--- config.mk ---
export PLATFORM = sky130hd
export DESIGN_NAME = bus_arbiter
export DESIGN_NICKNAME = d
export VERILOG_FILES = /design/src/rtl/bus_arb_pkg.sv /design/src/rtl/bus_arb_timer.sv /design/src/rtl/bus_arbiter.sv
export SDC_FILE = /design/constraint.sdc
export NUM_CORES = 1
export LEC_CHECK = 0
export BUFFER_PORTS_ARGS = -buffer_cell sky130_fd_sc_hd__buf_4
export CAP_MARGIN = 25
export CORE_AREA = 2 2 130 132
export DETAILED_ROUTE_END_ITERATION = 12
export DIE_AREA = 0 0 132 134
export GPL_TIMING_DRIVEN = 0
export MAX_ROUTING_LAYER = met4
export PLACE_DENSITY = 0.82
export SLEW_MARGIN = 40
export SYNTH_ARGS = -nofsm -noshare
export SYNTH_HDL_FRONTEND = slang
export SYNTH_SLANG_ARGS = --single-unit
export TNS_END_PERCENT = 20
--- constraint.sdc ---
create_clock -name clk -period 2 [get_ports clk]
set_clock_uncertainty 0.05 [all_clocks]
set_input_delay 0.3 -clock clk [delete_from_list [all_inputs] [get_ports clk]]
set_output_delay 0.3 -clock clk [all_outputs]
set_load 0.03 [all_outputs]
--- src/rtl/bus_arb_pkg.sv ---
// Shared types for the two-master MMU bus arbiter.
// XLEN falls back to 32 when the common include has not defined it.
`ifndef XLEN
`define XLEN 32
`endif

package bus_arb_pkg;

    localparam int unsigned XLEN   = `XLEN;
    localparam int unsigned MODE_W = 3;

    typedef enum logic [1:0] {
        IDLE,
        BUSY,
        RESP
    } arb_state_t;

    typedef logic arb_owner_t;

    localparam arb_owner_t ARB_M_FETCH = 1'b0;
    localparam arb_owner_t ARB_M_DATA  = 1'b1;

endpackage

--- src/rtl/bus_arb_timer.sv ---
// Transaction timeout counter: clears on grant, counts stalled BUSY cycles,
// flags expiry when every bit is set.
module bus_arb_timer #(
    parameter int unsigned TO_WIDTH = 8
) (
    input  logic clk,
    input  logic rst,
    input  logic clear,
    input  logic en,
    output logic expired
);

    logic [TO_WIDTH-1:0] cnt;

    always_ff @(posedge clk) begin
        if (rst || clear) begin
            cnt <= '0;
        end else if (en) begin
            cnt <= cnt + TO_WIDTH'(1);
        end
    end

    assign expired = &cnt;

endmodule

--- src/rtl/bus_arbiter.sv ---
// Two-master arbiter in front of the MMU CPU port (M0 fetch, M1 data).
// Define BUS_ARB_RR_EN for round-robin on contention; default is fixed M1 > M0.
module bus_arbiter
    import bus_arb_pkg::*;
#(
    parameter int unsigned TO_WIDTH = 8
) (
    input  logic              clk,
    input  logic              rst,

    input  logic              m0_req,
    input  logic              m0_wen,
    input  logic [2:0]        m0_mode,
    input  logic [XLEN-1:0]   m0_addr,
    input  logic [XLEN-1:0]   m0_wdata,
    output logic [XLEN-1:0]   m0_rdata,
    output logic              m0_ready,
    output logic              m0_err,

    input  logic              m1_req,
    input  logic              m1_wen,
    input  logic [2:0]        m1_mode,
    input  logic [XLEN-1:0]   m1_addr,
    input  logic [XLEN-1:0]   m1_wdata,
    output logic [XLEN-1:0]   m1_rdata,
    output logic              m1_ready,
    output logic              m1_err,

    output logic              mmu_wen,
    output logic [2:0]        mmu_mode,
    output logic [XLEN-1:0]   mmu_addr,
    output logic [XLEN-1:0]   mmu_wdata,
    input  logic [XLEN-1:0]   mmu_rdata,
    input  logic              mmu_ready,

    output logic              busy
);

    arb_state_t             state;
    arb_owner_t             owner;
    arb_owner_t             grant_c;
    logic                   any_req_c;
    logic                   start_c;
    logic                   done_c;
    logic                   expired;
    logic                   sel_wen_c;
    logic [MODE_W-1:0]      sel_mode_c;
    logic [XLEN-1:0]        sel_addr_c;
    logic [XLEN-1:0]        sel_wdata_c;
    logic [XLEN-1:0]        rsp_rdata_c;
    logic                   rsp_err_c;

    assign any_req_c = m0_req | m1_req;
    assign start_c   = (state == IDLE) && any_req_c;
    assign done_c    = (state == BUSY) && (mmu_ready || expired);

`ifdef BUS_ARB_RR_EN
    arb_owner_t last_owner;

    // Pointer follows every grant so contention alternates.
    always_ff @(posedge clk) begin
        if (rst) begin
            last_owner <= ARB_M_FETCH;
        end else if (start_c) begin
            last_owner <= grant_c;
        end
    end

    always_comb begin
        grant_c = ARB_M_FETCH;
        if (m0_req && m1_req) begin
            grant_c = (last_owner == ARB_M_DATA) ? ARB_M_FETCH : ARB_M_DATA;
        end else if (m1_req) begin
            grant_c = ARB_M_DATA;
        end
    end
`else
    always_comb begin
        grant_c = ARB_M_FETCH;
        if (m1_req) begin
            grant_c = ARB_M_DATA;
        end
    end
`endif

    always_comb begin
        sel_wen_c   = m0_wen;
        sel_mode_c  = m0_mode;
        sel_addr_c  = m0_addr;
        sel_wdata_c = m0_wdata;
        if (grant_c == ARB_M_DATA) begin
            sel_wen_c   = m1_wen;
            sel_mode_c  = m1_mode;
            sel_addr_c  = m1_addr;
            sel_wdata_c = m1_wdata;
        end
    end

    // A ready in the expiry cycle still completes cleanly.
    assign rsp_rdata_c = mmu_ready ? mmu_rdata : '0;
    assign rsp_err_c   = ~mmu_ready;

    bus_arb_timer #(
        .TO_WIDTH (TO_WIDTH)
    ) u_timer (
        .clk     (clk),
        .rst     (rst),
        .clear   (start_c),
        .en      ((state == BUSY) && !mmu_ready && !expired),
        .expired (expired)
    );

    always_ff @(posedge clk) begin
        if (rst) begin
            state     <= IDLE;
            owner     <= ARB_M_FETCH;
            busy      <= 1'b0;
            mmu_wen   <= 1'b0;
            mmu_mode  <= '0;
            mmu_addr  <= '0;
            mmu_wdata <= '0;
            m0_ready  <= 1'b0;
            m0_rdata  <= '0;
            m0_err    <= 1'b0;
            m1_ready  <= 1'b0;
            m1_rdata  <= '0;
            m1_err    <= 1'b0;
        end else begin
            unique case (state)
                IDLE: begin
                    if (start_c) begin
                        state     <= BUSY;
                        busy      <= 1'b1;
                        owner     <= grant_c;
                        mmu_wen   <= sel_wen_c;
                        mmu_mode  <= sel_mode_c;
                        mmu_addr  <= sel_addr_c;
                        mmu_wdata <= sel_wdata_c;
                    end
                end
                BUSY: begin
                    if (done_c) begin
                        state   <= RESP;
                        mmu_wen <= 1'b0;
                        if (owner == ARB_M_DATA) begin
                            m1_ready <= 1'b1;
                            m1_rdata <= rsp_rdata_c;
                            m1_err   <= rsp_err_c;
                        end else begin
                            m0_ready <= 1'b1;
                            m0_rdata <= rsp_rdata_c;
                            m0_err   <= rsp_err_c;
                        end
                    end
                end
                RESP: begin
                    state    <= IDLE;
                    busy     <= 1'b0;
                    m0_ready <= 1'b0;
                    m0_rdata <= '0;
                    m0_err   <= 1'b0;
                    m1_ready <= 1'b0;
                    m1_rdata <= '0;
                    m1_err   <= 1'b0;
                end
                default: begin
                    state <= IDLE;
                end
            endcase
        end
    end

endmodule

==> flow_metrics.py, run 1 <==
metrics = {
    "synth": {
        "synth_largest_area_cell": "sky130_fd_sc_hd__dfxtp_1",
        "syn_avg_cell_area_um2": 10.1,
        "postSynthNetCount": 808,
        "area_fraction_of_the_dominant_cell_type_after_synthesis": 0.462,
        "synthTopCellsByArea": "sky130_fd_sc_hd__dfxtp_1 46%, sky130_fd_sc_hd__mux2i_1 21%, sky130_fd_sc_hd__a211oi_2 9.7%",
        "yosys_register_bits": 148,
        "yosysUniqueCellTypes": 40,
        "synth_edf_count": 0,
        "postSynthCellCount": 634,
        "top_reg_cell_synth": "sky130_fd_sc_hd__dfxtp_1",
        "seq_area_frac_synth": 0.462,
        "synth_async_sr_flop_share": 0,
        "synth_warnings": 0,
        "post_synth_instance_area_mm2": 0.00642,
    },
    "floorplan": {
        "rows": 47,
        "start_util": 0.394,
        "die_width_um": 132,
        "design.core.area_mm2": 0.0163,
        "die_h_um": 134,
        "io_pins": 310,
        "fp.dieArea_mm2": 0.0177,
    },
    "worst_setup_path": {
        "cp_data_arrival_time_ns": 2.17,
        "crit_path_max_fanout": 10,
        "cp_data_required_time_ns": 2.29,
        "critical_path.startpoint_type": "flip-flop",
        "critPathCaptureType": "flip-flop",
        "path_class": "reg2reg",
        "worst_r2r_path_depth": 6,
    },
    "timing": {
        "finalWorstPathRequiredPeriod_ns": 1.88,
        "timing.final.setup_violations": 0,
        "finalHoldViolations": 0,
        "rsz0062_at_grt": "no",
        "final.period_utilization": 0.938,
        "finalWorstSetupSlack_ns": 0.123,
        "fin_tns_setup_ns": 0,
        "report.final.slew_viol_count": 0,
        "worst_pin_slew_ns": 0.762,
        "max_clock_freq_ghz": 0.533,
        "timing.hold.ws_ns": 0.142,
        "slew_headroom": 0.492,
    },
    "power_and_ir_drop": {
        "clkPwrFrac": 0.369,
        "pwr_density_cell_mw_per_mm2": 838,
        "share_comb_of_total_power": 0.225,
        "power.leakage_nw": 4.64,
        "cell_internal_pwr_mw": 5.67,
        "vdd_drop_max_uv": 517,
        "portion_of_total_power_attributed_to_sequential_cells": 0.406,
        "power.net_switching_mw": 2.36,
        "switching_share": 0.294,
    },
    "final_layout": {
        "num-nets-final": 1135,
        "post-route-cell-area_mm2": 0.00958,
        "share_of_cells_above_drive_strength_1": 0.435,
        "synth_to_final_area_change_pct": 49.2,
    },
    "clock_network": {
        "tritoncts": "done",
        "ctsHoldBuffers": 0,
        "path_clk_slew_ns": 0.06,
        "tritoncts.num_buffers": 17,
        "insertion_delay_ns": 0.42,
        "htreeDepth": 4,
        "ctsResizeCount": 0,
        "clock_sinks": 148,
        "clock_path_buffers": 2,
        "cts_setup_buffers": 0,
        "clock_tree_root_driver_cell": "sky130_fd_sc_hd__clkbuf_16",
    },
    "placement": {
        "hpwlAfterDp_um": 16400,
        "pre_cts_ws_ns": 0.0488,
        "portbufs": 308,
        "detailed_place.area_mm2": 0.00901,
        "gp_congestion": 0.837,
    },
    "drt": {
        "dr.first_iter.drc_count": 223,
        "post-route-drc-count": 0,
        "drt-vias-per-instance": 5.02,
        "drt-wirelength-per-cell_um": 17.6,
        "antenna_left": 0,
        "drt_pass1_iterations": 4,
        "wl_um": 21000,
        "num_vias": 5987,
    },
    "hold_path": {
        "cell_depth_of_the_worst_min_delay_path": 3,
        "hold_path.class": "in2reg",
    },
    "global_routing": {
        "grt_use_total": 0.240,
        "grt_pass1_vias": 6194,
        "number_of_antenna_violations_at_the_first_check_in_global_routing": 1,
        "grt_start_max_net_pins": 17,
        "grt_overflow": 0,
        "grt_pass1_wl_um": 32300,
    },
    "run": {
        "maxCapViolCount": 0,
    },
    "status": {
        "outcome": "finished clean",
    },
}
-- per-layer routing --
metal / share of wire / GRT usage / wire (um)
met4: 0.029 / 0.0954 / 606
met5: 0 / - / 0
met2: 0.50 / 0.417 / 10500
met3: 0.080 / 0.0797 / 1690
met1: 0.39 / 0.252 / 8240
-- cells in the mapped netlist (all sizes together), types with 2 or more instances --
master	instances
and3	2
a21oi	11
nand2	72
nand2b	4
clkbuf	21
nor3	2
dfxtp	148
mux2i	132
or3	2
nand3	35
a211oi	70
o21ai	5
nor2	76
nor2b	2
xnor2	3
buf	32
-- stage by stage --
step	std cells	total power, mW	utilization
after detailed placement	1162	5.13	0.553
after global routing	1193	8.32	0.588
after global placement	1162	5.09	0.553
after CTS	1192	8.09	0.586
final	1193	8.02	0.588
after floorplan	634	4.36	-
-- layout by cell type (no fill, tap or decap), drive strengths merged, types with 2 or more instances in the layout --
master | synthesis | layout
buf | 32 | 337
nor3 | 2 | 2
clkbuf | 21 | 45
nand2b | 4 | 4
and3 | 2 | 2
clkinv | 0 | 6
xnor2 | 3 | 3
nand3 | 35 | 35
a21oi | 11 | 11
a211oi | 70 | 70
or3 | 2 | 2
nand2 | 72 | 72
mux2i | 132 | 132
nor2 | 76 | 76
nor2b | 2 | 2
o21ai | 5 | 5
dfxtp | 148 | 148
clkinvlp | 0 | 2
-- power groups by stage --
stage	Clock (mW)	Combinational, mW	Sequential [mW]
6_report	2.96	1.81	3.26
5_1_grt	3.13	1.91	3.27
4_1_cts	3.02	1.82	3.25
3_5_place_dp	0	1.81	3.31
3_3_place_gp	0	1.78	3.31
2_1_floorplan	0	0.700	3.66
-- kinds of logic (layout without fill, tap and decap cells) --
logic type,after synthesis,in the layout,synth area share
compound gates,92,92,0.142
buf+inv,54,392,0.0479
simple gates,203,203,0.135
fa+ha+maj,1,1,0.00195
mux,133,133,0.208
flops,148,148,0.462
xor+xnor,3,3,0.00409
other cells,0,1,0
-- area by class of cell --
| type | count | area [um^2] |
|---|---|---|
| timing repair buffer | 308 | 2310 |
| tap | 220 | 275 |
| clock buffer | 21 | 460 |
| antenna | 1 | 2.50 |
| clock inverter | 9 | 82.6 |
| multi-input combinational | 432 | 3160 |
| fill | 1416 | 6710 |
| sequential | 148 | 2960 |
| buffer | 53 | 313 |
| inverter | 1 | 3.75 |
-- registers in the layout, summed over array words and instances, names as in the netlist --
register and flops:
m0_rdata 32, m1_rdata 32, mmu_addr 32, mmu_wdata 32
u_timer.cnt 8, mmu_mode 3, state 2, busy 1
m0_err 1, m0_ready 1, m1_err 1, m1_ready 1
mmu_wen 1, owner 1
-- worst paths after layout --
path | startpoint | end | slack, ns
worst max-delay path | u_timer.cnt[0]$_SDFFE_PP0P_ | m0_rdata[17]$_SDFFE_PP0P_ | 0.12
worst min-delay path | mmu_rdata[3] | m1_rdata[3]$_SDFFE_PP0P_ | 0.14
worst min register to register | m0_ready$_SDFFE_PP0P_ | m0_ready$_SDFFE_PP0P_ | 0.41
worst max register to register | u_timer.cnt[0]$_SDFFE_PP0P_ | m0_rdata[17]$_SDFFE_PP0P_ | 0.12
-- critical path, cell delays in order (launching register included) --
cell,delay (ns)
sky130_fd_sc_hd__dfxtp_1,0.34
sky130_fd_sc_hd__ha_1,0.25
sky130_fd_sc_hd__nand3_1,0.20
sky130_fd_sc_hd__nor2_4,0.09
sky130_fd_sc_hd__o21ai_2,0.31
sky130_fd_sc_hd__clkbuf_4,0.35
sky130_fd_sc_hd__mux2i_1,0.22
No activity file was read; power rests on OpenSTA's default activity.
==> inputs of run 2 (changes only) <==
--- a/config.mk
+++ b/config.mk
@@ -7,12 +7,12 @@
 export LEC_CHECK = 0
 export BUFFER_PORTS_ARGS = -buffer_cell sky130_fd_sc_hd__buf_4
 export CAP_MARGIN = 25
-export CORE_AREA = 2 2 130 132
+export CORE_AREA = 4 4 132 134
 export DETAILED_ROUTE_END_ITERATION = 12
-export DIE_AREA = 0 0 132 134
+export DIE_AREA = 0 0 136 138
 export GPL_TIMING_DRIVEN = 0
 export MAX_ROUTING_LAYER = met4
-export PLACE_DENSITY = 0.82
+export PLACE_DENSITY = 0.68
 export SLEW_MARGIN = 40
 export SYNTH_ARGS = -nofsm -noshare
 export SYNTH_HDL_FRONTEND = slang
==> flow_metrics.py, run 2 (same netlist as run 1, synthesis figures left out) <==
metrics = {
    "drt": {
        "detailroute.wirelength.met3_um": 1640,
        "drt_pass1_iterations": 5,
        "antenna_left": 0,
        "wl_um": 20600,
        "met2RoutedLength_um": 10300,
        "dr.max_layer_used": "met4",
        "met1Wirelength_um": 8310,
        "dr.first_iter.drc_count": 230,
        "drt-vias-per-instance": 4.86,
        "drt-wirelength-per-cell_um": 17.2,
        "num_vias": 5808,
        "post-route-drc-count": 0,
    },
    "timing": {
        "report.final.slew_viol_count": 0,
        "finalWorstPathRequiredPeriod_ns": 1.92,
        "fin_tns_setup_ns": 0,
        "final.period_utilization": 0.960,
        "rsz0062_at_grt": "yes",
        "worst_pin_slew_ns": 0.744,
        "finalHoldViolations": 0,
        "slew_headroom": 0.504,
        "timing.hold.ws_ns": 0.134,
        "timing.final.setup_violations": 0,
        "max_clock_freq_ghz": 0.521,
    },
    "global_routing": {
        "grt_overflow": 0,
        "grt_pass1_wl_um": 31400,
        "number_of_antenna_violations_at_the_first_check_in_global_routing": 0,
        "grt_use_total": 0.218,
        "grt_pass1_vias": 5922,
        "grt_start_max_net_pins": 17,
    },
    "clock_network": {
        "clock_path_buffers": 2,
        "clock_tree_root_driver_cell": "sky130_fd_sc_hd__clkbuf_16",
        "htreeDepth": 4,
        "clock_sinks": 148,
        "ctsResizeCount": 0,
        "tritoncts.num_buffers": 17,
        "ctsHoldBuffers": 0,
        "path_clk_slew_ns": 0.07,
        "cts_setup_buffers": 0,
        "tritoncts": "done",
        "insertion_delay_ns": 0.42,
    },
    "floorplan": {
        "die_h_um": 138,
        "io_pins": 310,
        "die_width_um": 136,
        "fp.dieArea_mm2": 0.0188,
        "rows": 47,
        "design.core.area_mm2": 0.0163,
        "start_util": 0.394,
    },
    "worst_setup_path": {
        "crit_path_max_fanout": 10,
        "path_class": "reg2reg",
        "cp_data_arrival_time_ns": 2.21,
        "critPathCaptureType": "flip-flop",
        "critical_path.startpoint_type": "flip-flop",
        "cp_data_required_time_ns": 2.29,
    },
    "run": {
        "maxCapViolCount": 0,
    },
    "final_layout": {
        "num-nets-final": 1135,
        "share_of_cells_above_drive_strength_1": 0.437,
        "mostFrequentLayoutCell": "sky130_fd_sc_hd__buf_4",
        "mostFrequentLayoutCells": "317 x sky130_fd_sc_hd__buf_4, 148 x sky130_fd_sc_hd__dfxtp_1, 132 x sky130_fd_sc_hd__mux2i_1, 75 x sky130_fd_sc_hd__nor2_1, 72 x sky130_fd_sc_hd__nand2_1",
        "n_antenna_cell": 0,
        "post-route-cell-area_mm2": 0.00964,
        "fill_cells": 1447,
        "synth_to_final_area_change_pct": 50.2,
    },
    "placement": {
        "gp_congestion": 0.798,
        "hpwlAfterDp_um": 16200,
        "detailed_place.area_mm2": 0.00901,
        "portbufs": 308,
    },
    "power_and_ir_drop": {
        "pwr_density_cell_mw_per_mm2": 869,
        "power.leakage_nw": 4.66,
        "vdd_drop_max_uv": 568,
    },
    "hold_path": {
        "hold_path.class": "in2reg",
    },
    "status": {
        "outcome": "finished clean",
    },
}
run 2: cell count changes in the layout (fill, tap and decap cells not counted), moves of 2 or more:
cell                         previous run  this run
sky130_fd_sc_hd__clkinv_2               4         0
sky130_fd_sc_hd__clkinvlp_4             2         5
sky130_fd_sc_hd__inv_6                  0         3
sky130_fd_sc_hd__buf_2                 12        14
sky130_fd_sc_hd__bufinv_16              1         3
sky130_fd_sc_hd__clkbuf_4               3         1
run 2: path summary, 6_finish.rpt:
check	startpoint	cells past startpoint	to	slack [ns]
setup / recovery	u_timer.cnt[0]$_SDFFE_PP0P_	6	m0_rdata[7]$_SDFFE_PP0P_	0.08
hold / removal	mmu_rdata[28]	3	m1_rdata[28]$_SDFFE_PP0P_	0.13
setup reg to reg	u_timer.cnt[0]$_SDFFE_PP0P_	6	m0_rdata[7]$_SDFFE_PP0P_	0.08
hold reg to reg	m1_ready$_SDFFE_PP0P_	2	m1_ready$_SDFFE_PP0P_	0.41
run 2: stage by stage:
stage	utilization	power [mW]	cells	setup slack [ns]
6_report	0.592	8.38	1194	0.0799
4_1_cts	0.591	8.46	1194	0.0591
3_5_place_dp	0.553	5.13	1162	0.0861
3_3_place_gp	0.553	5.11	1162	0.0839
2_1_floorplan	-	4.36	634	0.390
5_1_grt	0.592	8.72	1194	-0.00392
run 2: metal layers:
layer / vias to the layer above / global-route usage
li1: 2884 / -
met4: 0 / 0.0584
met2: 204 / 0.377
met5: - / -
met1: 2696 / 0.242
met3: 24 / 0.0654
run 2: where the power goes:
| group | switching, mW | leakage [nW] | internal (mW) |
|---|---|---|---|
| Combinational | 1.04 | 3.16 | 0.769 |
| Clock | 1.29 | 0.289 | 2.04 |
| Sequential | 0.104 | 1.21 | 3.14 |
| Total | 2.43 | 4.66 | 5.95 |
run 2: final cells by class:
| type | count | area [um^2] | share of cell area |
|---|---|---|---|
| Multi-Input combinational cell | 432 | 3160 | 0.327 |
| Clock buffer | 19 | 453 | 0.0470 |
| Buffer | 53 | 307 | 0.0318 |
| Sequential cell | 148 | 2960 | 0.307 |
| Timing Repair Buffer | 308 | 2310 | 0.240 |
| Tap cell | 220 | 275 | 0.0285 |
| Clock inverter | 13 | 171 | 0.0178 |
| Inverter | 1 | 3.75 | 0.000389 |
run 2: critical path: stages, from the launching register on:
cell and delay, ns:
sky130_fd_sc_hd__dfxtp_1 0.34, sky130_fd_sc_hd__ha_1 0.23, sky130_fd_sc_hd__nand3_1 0.18, sky130_fd_sc_hd__nor2_2 0.11, sky130_fd_sc_hd__o21ai_2 0.30, sky130_fd_sc_hd__buf_2 0.38
sky130_fd_sc_hd__mux2i_1 0.25
==> inputs of run 3 (changes only) <==
--- a/config.mk
+++ b/config.mk
@@ -13,7 +13,8 @@
 export GPL_TIMING_DRIVEN = 0
 export MAX_ROUTING_LAYER = met4
 export PLACE_DENSITY = 0.68
-export SLEW_MARGIN = 40
+export REMOVE_ABC_BUFFERS = 1
+export SLEW_MARGIN = 20
 export SYNTH_ARGS = -nofsm -noshare
 export SYNTH_HDL_FRONTEND = slang
 export SYNTH_SLANG_ARGS = --single-unit
==> flow_metrics.py, run 3 (same netlist as run 1, synthesis figures left out) <==
metrics = {
    "status": {
        "outcome": "finished clean",
    },
    "placement": {
        "placedCellCount": 1121,
        "pre_cts_ws_ns": -0.768,
        "gp_congestion": 0.783,
        "detailed_place.area_mm2": 0.00901,
        "portbufs": 309,
        "hpwlAfterDp_um": 15300,
    },
    "floorplan": {
        "die_width_um": 136,
        "rows": 47,
        "fp.dieArea_mm2": 0.0188,
        "die_h_um": 138,
        "io_pins": 310,
        "start_util": 0.394,
        "design.core.area_mm2": 0.0163,
    },
    "drt": {
        "wl_um": 21200,
        "dr.first_iter.drc_count": 208,
        "drt-wirelength-per-cell_um": 18.1,
        "post-route-drc-count": 0,
        "num_vias": 5722,
        "antenna_left": 0,
        "drt-vias-per-instance": 4.90,
        "drt_pass1_iterations": 5,
    },
    "clock_network": {
        "tritoncts": "done",
        "htreeDepth": 4,
        "clock_path_buffers": 2,
        "insertion_delay_ns": 0.41,
        "path_clk_slew_ns": 0.06,
        "tritoncts.num_buffers": 17,
        "clock_sinks": 148,
        "ctsHoldBuffers": 0,
        "clock_tree_root_driver_cell": "sky130_fd_sc_hd__clkbuf_16",
    },
    "global_routing": {
        "grt_overflow": 0,
        "grt_pass1_vias": 5631,
        "grt_pass1_wl_um": 31200,
        "grt_start_max_net_pins": 56,
        "number_of_antenna_violations_at_the_first_check_in_global_routing": 0,
        "grt_use_total": 0.219,
    },
    "final_layout": {
        "synth_to_final_area_change_pct": 53.7,
        "n_antenna_cell": 0,
        "mostFrequentLayoutCells": "318 x sky130_fd_sc_hd__buf_4, 148 x sky130_fd_sc_hd__dfxtp_1, 132 x sky130_fd_sc_hd__mux2i_1, 74 x sky130_fd_sc_hd__nor2_1, 72 x sky130_fd_sc_hd__nand2_1",
        "num-nets-final": 1109,
        "mostFrequentLayoutCell": "sky130_fd_sc_hd__buf_4",
        "post-route-cell-area_mm2": 0.00986,
        "number_of_standard_cells_in_the_final_layout_excluding_fillers": 1168,
        "finalCoreUtilization": 0.606,
        "fill_cells": 1397,
        "share_of_cells_above_drive_strength_1": 0.447,
    },
    "power_and_ir_drop": {
        "pwr_density_cell_mw_per_mm2": 886,
        "power.net_switching_mw": 2.41,
        "portion_of_total_power_attributed_to_sequential_cells": 0.371,
        "power.leakage_nw": 4.77,
        "clkPwrFrac": 0.417,
        "cell_internal_pwr_mw": 6.33,
        "power.total_mw": 8.74,
        "share_comb_of_total_power": 0.213,
        "switching_share": 0.276,
        "vdd_drop_max_uv": 516,
    },
    "hold_path": {
        "hold_path.class": "in2reg",
    },
    "timing": {
        "finalWorstSetupSlack_ns": 0.133,
        "finalWorstPathRequiredPeriod_ns": 1.87,
        "rsz0062_at_grt": "no",
        "report.final.slew_viol_count": 0,
        "slew_headroom": 0.571,
        "worst_pin_slew_ns": 0.643,
        "timing.hold.ws_ns": 0.140,
        "finalHoldViolations": 0,
        "fin_tns_setup_ns": 0,
        "max_clock_freq_ghz": 0.536,
        "final.period_utilization": 0.934,
        "timing.final.setup_violations": 0,
    },
    "run": {
        "maxCapViolCount": 0,
    },
    "worst_setup_path": {
        "path_class": "reg2reg",
        "critical_path.startpoint_type": "flip-flop",
        "crit_path_max_fanout": 16,
        "cp_data_arrival_time_ns": 2.16,
        "cp_data_required_time_ns": 2.29,
        "critPathCaptureType": "flip-flop",
    },
}
==> run 3: cell count changes in the layout (fill, tap and decap cells not counted), sizes merged <==
| cell | change |
|---|---|
| and2 | +2 |
| buf | -9 |
| bufbuf | +1 |
| bufinv | +3 |
| clkbuf | -20 |
| clkinv | +1 |
| clkinvlp | -3 |
| inv | -2 |
| nor2b | +1 |
==> run 3: power groups by stage <==
stage / registers, mW / logic [mW] / clock network, mW
2_1_floorplan: 3.66 / 0.605 / 0
3_3_place_gp: 3.30 / 1.76 / 0
3_5_place_dp: 3.30 / 1.80 / 0
4_1_cts: 3.24 / 1.83 / 3.73
5_1_grt: 3.26 / 1.97 / 3.85
6_report: 3.24 / 1.86 / 3.64
==> run 3: final timing paths <==
kind	startpoint	end	slack, ns	cells past startpoint
min	mmu_rdata[5]	m0_rdata[5]$_SDFFE_PP0P_	0.14	3
max reg2reg	u_timer.cnt[0]$_SDFFE_PP0P_	m0_rdata[21]$_SDFFE_PP0P_	0.13	7
min reg2reg	m1_ready$_SDFFE_PP0P_	m1_ready$_SDFFE_PP0P_	0.41	2
max	u_timer.cnt[0]$_SDFFE_PP0P_	m0_rdata[21]$_SDFFE_PP0P_	0.13	7
==> run 3: per-layer routing <==
| metal | routed length, um | GRT usage |
|---|---|---|
| met4 | 497 | 0.0721 |
| met5 | 0 | - |
| met1 | 8770 | 0.257 |
| met2 | 9900 | 0.345 |
| met3 | 2030 | 0.0836 |
==> run 3: repair_timing <==
item                       in CTS  in global routing
pin swaps                       1                  2
resized for setup               1                  5
setup endpoints to repair      59                 67
setup buffers                   0                 10
cloned                          3                  2
==> run 3: area by class of cell <==
| class | count | area, um^2 | share of cell area |
|---|---|---|---|
| multi-input combinational | 435 | 3210 | 0.326 |
| sequential | 148 | 2960 | 0.300 |
| timing repair buffer | 332 | 2740 | 0.277 |
| clock buffer | 20 | 447 | 0.0453 |
| tap | 220 | 275 | 0.0279 |
| clock inverter | 12 | 226 | 0.0230 |
| inverter | 1 | 3.75 | 0.000381 |
==> run 3: worst max-delay path, cell delays in order (launching register included) <==
cell and delay, ns:
sky130_fd_sc_hd__dfxtp_1 0.34, sky130_fd_sc_hd__ha_1 0.24, sky130_fd_sc_hd__nand3_1 0.19, sky130_fd_sc_hd__nor2_4 0.09, sky130_fd_sc_hd__o21ai_4 0.27, sky130_fd_sc_hd__buf_16 0.21, sky130_fd_sc_hd__buf_8 0.18, sky130_fd_sc_hd__mux2i_1 0.20
